File: config.mk
export PLATFORM = sky130hd
export DESIGN_NAME = mem2p_be_pipe
export DESIGN_NICKNAME = d
export VERILOG_FILES = /design/src/rtl/mem2p_be_pipe.sv
export SDC_FILE = /design/constraint.sdc
export NUM_CORES = 2
export LEC_CHECK = 0
export ABC_AREA = 1
export CORE_AREA = 4 4 829 831
export CTS_CLUSTER_DIAMETER = 100
export DETAILED_ROUTE_END_ITERATION = 7
export DIE_AREA = 0 0 833 835
export PLACE_DENSITY = 0.35
export SYNTH_ARGS = -nofsm -noshare
export SYNTH_HDL_FRONTEND = slang
export SYNTH_SLANG_ARGS = --single-unit
File: constraint.sdc
create_clock -name clk_i -period 1.75 [get_ports clk_i]
set_clock_uncertainty 0.05 [all_clocks]
set_input_delay 0.525 -clock clk_i [delete_from_list [all_inputs] [get_ports clk_i]]
set_output_delay 0.525 -clock clk_i [all_outputs]
set_load 0.02 [all_outputs]
File: src/rtl/mem2p_be_pipe.sv
// Two-port RAM: one byte-enabled write port, one read port with 1- or 2-cycle latency.
// Define MEM2P_CLEAR_EN to zero the whole array after every reset (requests ignored while busy_o).
module mem2p_be_pipe #(
  parameter  int W  = 32,
  parameter  int D  = 128,
  parameter  int BW = 8,
  parameter  int RL = 1,
  localparam int DW = $clog2(D),
  localparam int NL = W / BW
) (
  input  logic          clk_i,
  input  logic          rst_n_i,
  input  logic          we1_i,
  input  logic [NL-1:0] be1_i,
  input  logic [DW-1:0] addr1_i,
  input  logic [W-1:0]  din1_i,
  input  logic          re2_i,
  input  logic [DW-1:0] addr2_i,
  output logic [W-1:0]  dout2_o,
  output logic          dout2_valid_o,
  output logic          busy_o,
  output logic [DW-1:0] array_size_o
);

  logic          busy;
  logic          wr_in_range;
  logic          rd_in_range;
  logic          port1_wr;
  logic          rd_acc;
  logic          fwd_hit;

  logic          wr_en;
  logic [DW-1:0] wr_addr;
  logic [W-1:0]  wr_data;
  logic [NL-1:0] wr_be;

  logic [W-1:0]  mem_q [D];
  logic [W-1:0]  rd_word_q;

  logic          s0_valid_q;
  logic          s0_zero_q;
  logic [NL-1:0] s0_fwd_be_q;
  logic [W-1:0]  s0_fwd_data_q;
  logic [W-1:0]  s0_word;

  assign array_size_o = DW'(DW);

  // A power-of-two depth leaves no address outside the array.
  generate
    if (D == (1 << DW)) begin : g_pow2
      assign wr_in_range = 1'b1;
      assign rd_in_range = 1'b1;
    end else begin : g_npow2
      localparam logic [DW:0] D_EXT = D[DW:0];
      assign wr_in_range = ({1'b0, addr1_i} < D_EXT);
      assign rd_in_range = ({1'b0, addr2_i} < D_EXT);
    end
  endgenerate

  assign port1_wr = we1_i & ~busy & wr_in_range;
  assign rd_acc   = re2_i & ~busy;
  assign fwd_hit  = port1_wr & (addr1_i == addr2_i);

`ifdef MEM2P_CLEAR_EN
  typedef enum logic {CLEAR, READY} state_t;

  state_t        state_q;
  logic [DW-1:0] sweep_q;
  logic          busy_q;

  always_ff @(posedge clk_i or negedge rst_n_i) begin
    if (!rst_n_i) begin
      state_q <= CLEAR;
      sweep_q <= '0;
      busy_q  <= 1'b1;
    end else begin
      case (state_q)
        CLEAR: begin
          sweep_q <= sweep_q + 1'b1;
          if (sweep_q == DW'(D - 1)) begin
            state_q <= READY;
            busy_q  <= 1'b0;
          end
        end
        READY: begin
          busy_q <= 1'b0;
        end
        default: begin
          state_q <= CLEAR;
          sweep_q <= '0;
          busy_q  <= 1'b1;
        end
      endcase
    end
  end

  assign busy = busy_q;

  // The sweep owns the write port for its whole duration.
  always_comb begin
    wr_en   = port1_wr;
    wr_addr = addr1_i;
    wr_data = din1_i;
    wr_be   = be1_i;
    if (state_q == CLEAR) begin
      wr_en   = 1'b1;
      wr_addr = sweep_q;
      wr_data = '0;
      wr_be   = '1;
    end
  end
`else
  assign busy    = 1'b0;
  assign wr_en   = port1_wr;
  assign wr_addr = addr1_i;
  assign wr_data = din1_i;
  assign wr_be   = be1_i;
`endif

  assign busy_o = busy;

  // Array has no reset so it maps onto block RAM; read data is registered.
  always_ff @(posedge clk_i) begin
    if (wr_en) begin
      for (int l = 0; l < NL; l++) begin
        if (wr_be[l]) begin
          mem_q[wr_addr][l*BW +: BW] <= wr_data[l*BW +: BW];
        end
      end
    end
    if (rd_acc) begin
      rd_word_q <= mem_q[addr2_i];
    end
  end

  // Side-band state captured with each accepted read: forwarding lanes and out-of-range flag.
  always_ff @(posedge clk_i or negedge rst_n_i) begin
    if (!rst_n_i) begin
      s0_valid_q    <= 1'b0;
      s0_zero_q     <= 1'b1;
      s0_fwd_be_q   <= '0;
      s0_fwd_data_q <= '0;
    end else begin
      s0_valid_q <= rd_acc;
      if (rd_acc) begin
        s0_zero_q     <= ~rd_in_range;
        s0_fwd_be_q   <= fwd_hit ? be1_i : '0;
        s0_fwd_data_q <= din1_i;
      end
    end
  end

  genvar gi;
  generate
    for (gi = 0; gi < NL; gi++) begin : g_lane
      assign s0_word[gi*BW +: BW] = s0_zero_q       ? '0 :
                                    s0_fwd_be_q[gi] ? s0_fwd_data_q[gi*BW +: BW] :
                                                      rd_word_q[gi*BW +: BW];
    end
  endgenerate

  generate
    if (RL == 1) begin : g_rl1
      assign dout2_o       = s0_word;
      assign dout2_valid_o = s0_valid_q;
    end else begin : g_rl2
      logic [W-1:0] dout_q;
      logic         valid_q;

      always_ff @(posedge clk_i or negedge rst_n_i) begin
        if (!rst_n_i) begin
          dout_q  <= '0;
          valid_q <= 1'b0;
        end else begin
          valid_q <= s0_valid_q;
          if (s0_valid_q) begin
            dout_q <= s0_word;
          end
        end
      end

      assign dout2_o       = dout_q;
      assign dout2_valid_o = valid_q;
    end
  endgenerate

endmodule

-- Word level (Yosys, flattened, before mapping)
Memories as Yosys holds them, arrays and structs flattened. A register that Yosys moved wholly into a read port is not among the register bits.
Index checks and enable logic that the tools add are counted.
- bits in writable memories: 4096
- register bits: 38
- output and inout bits: 41
- memories: 1
- memories (memory ; words ; bits a word ; rd ports ; clocked after memory_dff ; write ports ; RTL line ; source):
    mem_q ; 128 ; 32 ; 1 ; 1 ; 1 ; 37 ; logic [W-1:0] mem_q [D];
- bitwise operators: 1
- mux-type cells: 21
- eq/ne operators: 1
- operators by type and width (cell ; number):
    $mux 8 ; 8
    $mux 1 ; 12
    $eq 7x7->1 ; 1
    $mux 4 ; 1
    $and 1x1->1 ; 1

-- Depth between registers and ports, before layout
- depth after elaboration: 3
- gate-level depth with buffers: 13
- gate-level depth less buffers: 9

-- Worst setup path before layout
No wires, ideal clock.
- path kind: in2reg
- from: input port addr1_i[0]
- to: memory mem_q[64][0] (enable)
- stages on the path: 4
- setup slack: -399 ps
- data arrival time: 1729 ps
- path through: nor3_1 buf_2 nand2_1 nor2_1
- RTL lines (element ; RTL line ; source):
    start: declaration ; 15 ; input logic [DW-1:0] addr1_i,
    end: declaration ; 37 ;
Straight into the memory's write port.

-- Final worst setup path
- from: register s0_zero_q
- to: output port dout2_o[7]
- cells in the longest elaborated chain, start to end: 1
- RTL lines (element ; RTL line ; source):
    start: declaration ; 41 ; logic s0_zero_q;
    start signal: assignment ; 146 ; s0_zero_q <= ~rd_in_range;
    $mux 8 ; 156 ; assign s0_word[gi*BW +: BW] = s0_zero_q ? '0 :
    end: declaration ; 19 ; output logic [W-1:0] dout2_o,
No other way between the ends.

==> run metrics <==
uppermost layer routed=met5; Crit path largest cell delay=0.39 ns; Clk pin slew, worst setup/hold paths=0.06 ns; data arrival time of the critical path=2.53 ns; Cells after Synth=14200; yosys synthesis warning count=0; Setup WS post-layout=-1.36 ns; number of storage elements in the synthesis netlist=4166; endpoint class of the critical path=output port; Max Clock Freq=0.322 GHz; met3 wire length=33200 um; top-level I/O count=95; average via count per standard cell=4.63; kind of start point of the critical path=flop; source-to-sink clock delay at the later pin of the worst-skew pair=1.06 ns; clock sink count=4166; status=complete, but fails checks; number of buffers and inverters on the critical path=5; Hold Violations, Final=0; library cell appearing most often on the critical path=sky130_fd_sc_hd__buf_8; initial antenna violation count=36; number of max-slew violations in the final report=0; top cell type by total area after synthesis=sky130_fd_sc_hd__edfxtp_1; ranking of synthesized cells by area=sky130_fd_sc_hd__edfxtp_1, sky130_fd_sc_hd__nand3_1, sky130_fd_sc_hd__nand2_1; root buffer selected by CTS=sky130_fd_sc_hd__clkbuf_16; register area share after synthesis=73.7%; maximum root-to-sink buffer count=4; average size of a mapped cell=11.9 sq um; Area growth syn-to-layout=31.6%; total of max-cap violations=0; worst supply voltage drop on vdd=0.000879 V; Die Span X=833 um; met1 wire length=327000 um; number of design rule violations left after detail routing=0; Die Y-Extent=835 um; routed len/inst=27.7 um; Tot Pwr=225 mW; area enclosed by the die boundary=0.696 sq mm; Worst Tran Pin Value=0.679 ns; post-route fraction of the period consumed by the critical path=178%; Crit path max-delay family=buffers and inverters; kind of path behind the tightest hold check=input port to flop; Worst Hold Slack=0.136 ns; starting DRC count in detailed routing=10200; router iterations before antenna repair=6; post-detail-place hpwl=494000 um; master of the slowest instance on the critical path=sky130_fd_sc_hd__dfstp_2; Setup violations, final=644; top-area cell type share of the netlist area=73.1%; commonest non-fill, non-tap cell in the layout=sky130_fd_sc_hd__nand2_1; total routing resource utilization after global routing=19.5%; clock buffers created by TritonCTS=475; failing checks=setup timing; count of H-tree levels built during CTS=5; initial core utilization=24.9%; clock period minus final worst setup slack=3.11 ns; Core Box Area=0.680 sq mm; Total Routed Length=700000 um; setup repair after global routing missed its margin=true; utilization after layout=32.8%; Lkg Pwr=78.5 nW; final weighted congestion in routability-driven placement=0.873; post-route antenna net violation count=0; cells traversed along the worst timing path=inv_8, buf_16, buf_6, o21ai_2, a21oi_4, buf_8, buf_8; standard-cell row count=303; number of filler instances in the final layout=67900; number of distinct standard cells referenced by the synthesized netlist=27; via count of the first global-routing pass=115000; classification of the worst setup path=flop to output port; layout cell share with drive strength beyond 1=22.0%; met2 layer wire length in the routed design=316000 um; total power divided by cell area=1010 mW/mm^2; fin nets=15900; clock tree from TritonCTS=yes; Slew HR=54.6%; I/O Buffers=86; critical path peak fanout=7; Vias=117000; first-pass GRT wire length=965000 um; remaining global-route overflow=0; Mapped Area=0.169 sq mm; most frequent cells in the layout=sky130_fd_sc_hd__nand2_1, sky130_fd_sc_hd__edfxtp_1, sky130_fd_sc_hd__nand3_1; Worst EP required=1.17 ns; largest net degree at the start of global routing=72
-- cell families (layout without fill, tap and decap cells) --
family | after synthesis | count (layout) | share of synthesized area (%)
XOR/XNOR | 2 | 2 | 0.0103
buffers and inverters | 1039 | 3066 | 3.23
other | 2 | 21 | 0.00443
AND/OR/NAND/NOR | 8882 | 8882 | 22.7
flip-flops | 4166 | 4166 | 73.7
AO/OA/AOI/OAI | 103 | 103 | 0.312
-- per-stage QoR --
step | area [sq um] | setup slack, ns | TNS, ns | std cells
2_1_floorplan | 172000 | -0.148 | -342.96 | 14200
3_3_place_gp | 205000 | -1.38 | -4351.29 | 24300
3_5_place_dp | 205000 | -1.38 | -4323.93 | 24300
4_1_cts | 222000 | -1.45 | -41.88 | 25200
5_1_grt | 223000 | -1.44 | -41.12 | 25200
6_report | 223000 | -1.36 | -52.27 | 25200
-- cells in the mapped netlist --
| master | n |
|---|---|
| sky130_fd_sc_hd__nand2_1 | 4291 |
| sky130_fd_sc_hd__edfxtp_1 | 4128 |
| sky130_fd_sc_hd__nand3_1 | 4032 |
| sky130_fd_sc_hd__nor2_1 | 529 |
| sky130_fd_sc_hd__buf_2 | 451 |
| sky130_fd_sc_hd__clkbuf_1 | 209 |
| sky130_fd_sc_hd__buf_4 | 148 |
| sky130_fd_sc_hd__buf_1 | 121 |
| sky130_fd_sc_hd__o21ai_0 | 64 |
| sky130_fd_sc_hd__buf_6 | 56 |
| sky130_fd_sc_hd__inv_1 | 43 |
| sky130_fd_sc_hd__dfrtp_1 | 37 |
| sky130_fd_sc_hd__a21oi_1 | 32 |
| sky130_fd_sc_hd__nand2_2 | 20 |
| sky130_fd_sc_hd__nor3_4 | 7 |
| sky130_fd_sc_hd__inv_2 | 5 |
| sky130_fd_sc_hd__o22ai_1 | 5 |
| sky130_fd_sc_hd__buf_8 | 3 |
| sky130_fd_sc_hd__conb_1 | 2 |
| sky130_fd_sc_hd__inv_4 | 2 |
| sky130_fd_sc_hd__nor3_1 | 2 |
| sky130_fd_sc_hd__xor2_1 | 2 |
| sky130_fd_sc_hd__a211oi_1 | 1 |
| sky130_fd_sc_hd__clkinv_1 | 1 |
| sky130_fd_sc_hd__dfstp_2 | 1 |
| sky130_fd_sc_hd__nand4_1 | 1 |
| sky130_fd_sc_hd__o2111ai_1 | 1 |
-- registers in the layout, summed over array words and instances, names as in the netlist --
signal and flops:
dout2_valid_o 1, s0_zero_q 1, mem_q 4096, s0_fwd_be_q 4, rd_word_q 32, s0_fwd_data_q 32
-- worst min-delay path: cells and delay by family --
kind	cells	cell delay (ns)
buffers and inverters	1	0.48
AND/OR/NAND/NOR	1	0.09
AO/OA/AOI/OAI	1	0.07
-- final timing paths --
check	from	end	slack [ns]	cells past startpoint
worst max-delay path	s0_zero_q	dout2_o[7]	-1.36	7
worst min-delay path	be1_i[3]	s0_fwd_be_q[3]	0.14	3
worst max register to register	mem_q[11][30]	rd_word_q[30]	0.06	8
worst min register to register	s0_fwd_data_q[31]	s0_fwd_data_q[31]	0.47	2
max in group asynchronous	rst_n_i	dout2_valid_o	0.72	4
min in group asynchronous	rst_n_i	s0_fwd_data_q[23]	0.53	4
-- routing by layer --
metal | global-route usage, % | vias to the layer above
met2 | 30.4 | 2650
met4 | 5.76 | 6
met5 | 0 | -
li1 | - | 53900
met3 | 2.61 | 764
met1 | 28.2 | 59600
-- report_power, final --
group          switching, mW  internal [mW]  total, mW
registers              0.228            110        110
logic                   12.2           6.07       18.3
clock network           42.2           54.5       96.6
-- area by class of cell --
cell class                 instances  area, sq um  share of cell area [%]
antenna                           13         32.5                  0.0146
multi-input combinational       8995        42300                    18.9
timing repair inverter             1         11.3                 0.00505
clock buffer                     613        12600                    5.63
timing repair buffer            2141        29600                    13.3
sequential                      4166       125000                    56.0
inverter                          51          278                   0.125
tap                             8997        11300                    5.05
clock inverter                   260         2130                   0.954
-- timing repair --
action,in CTS,in global routing
gates cloned,1,7
endpoints found under the hold margin,3277,0
endpoints found under the setup margin,431,1496
setup buffers,20,16
pin swaps,13,33
hold buffers,36,0
gates resized for setup,302,224
Power figures use the tool's default switching activity.
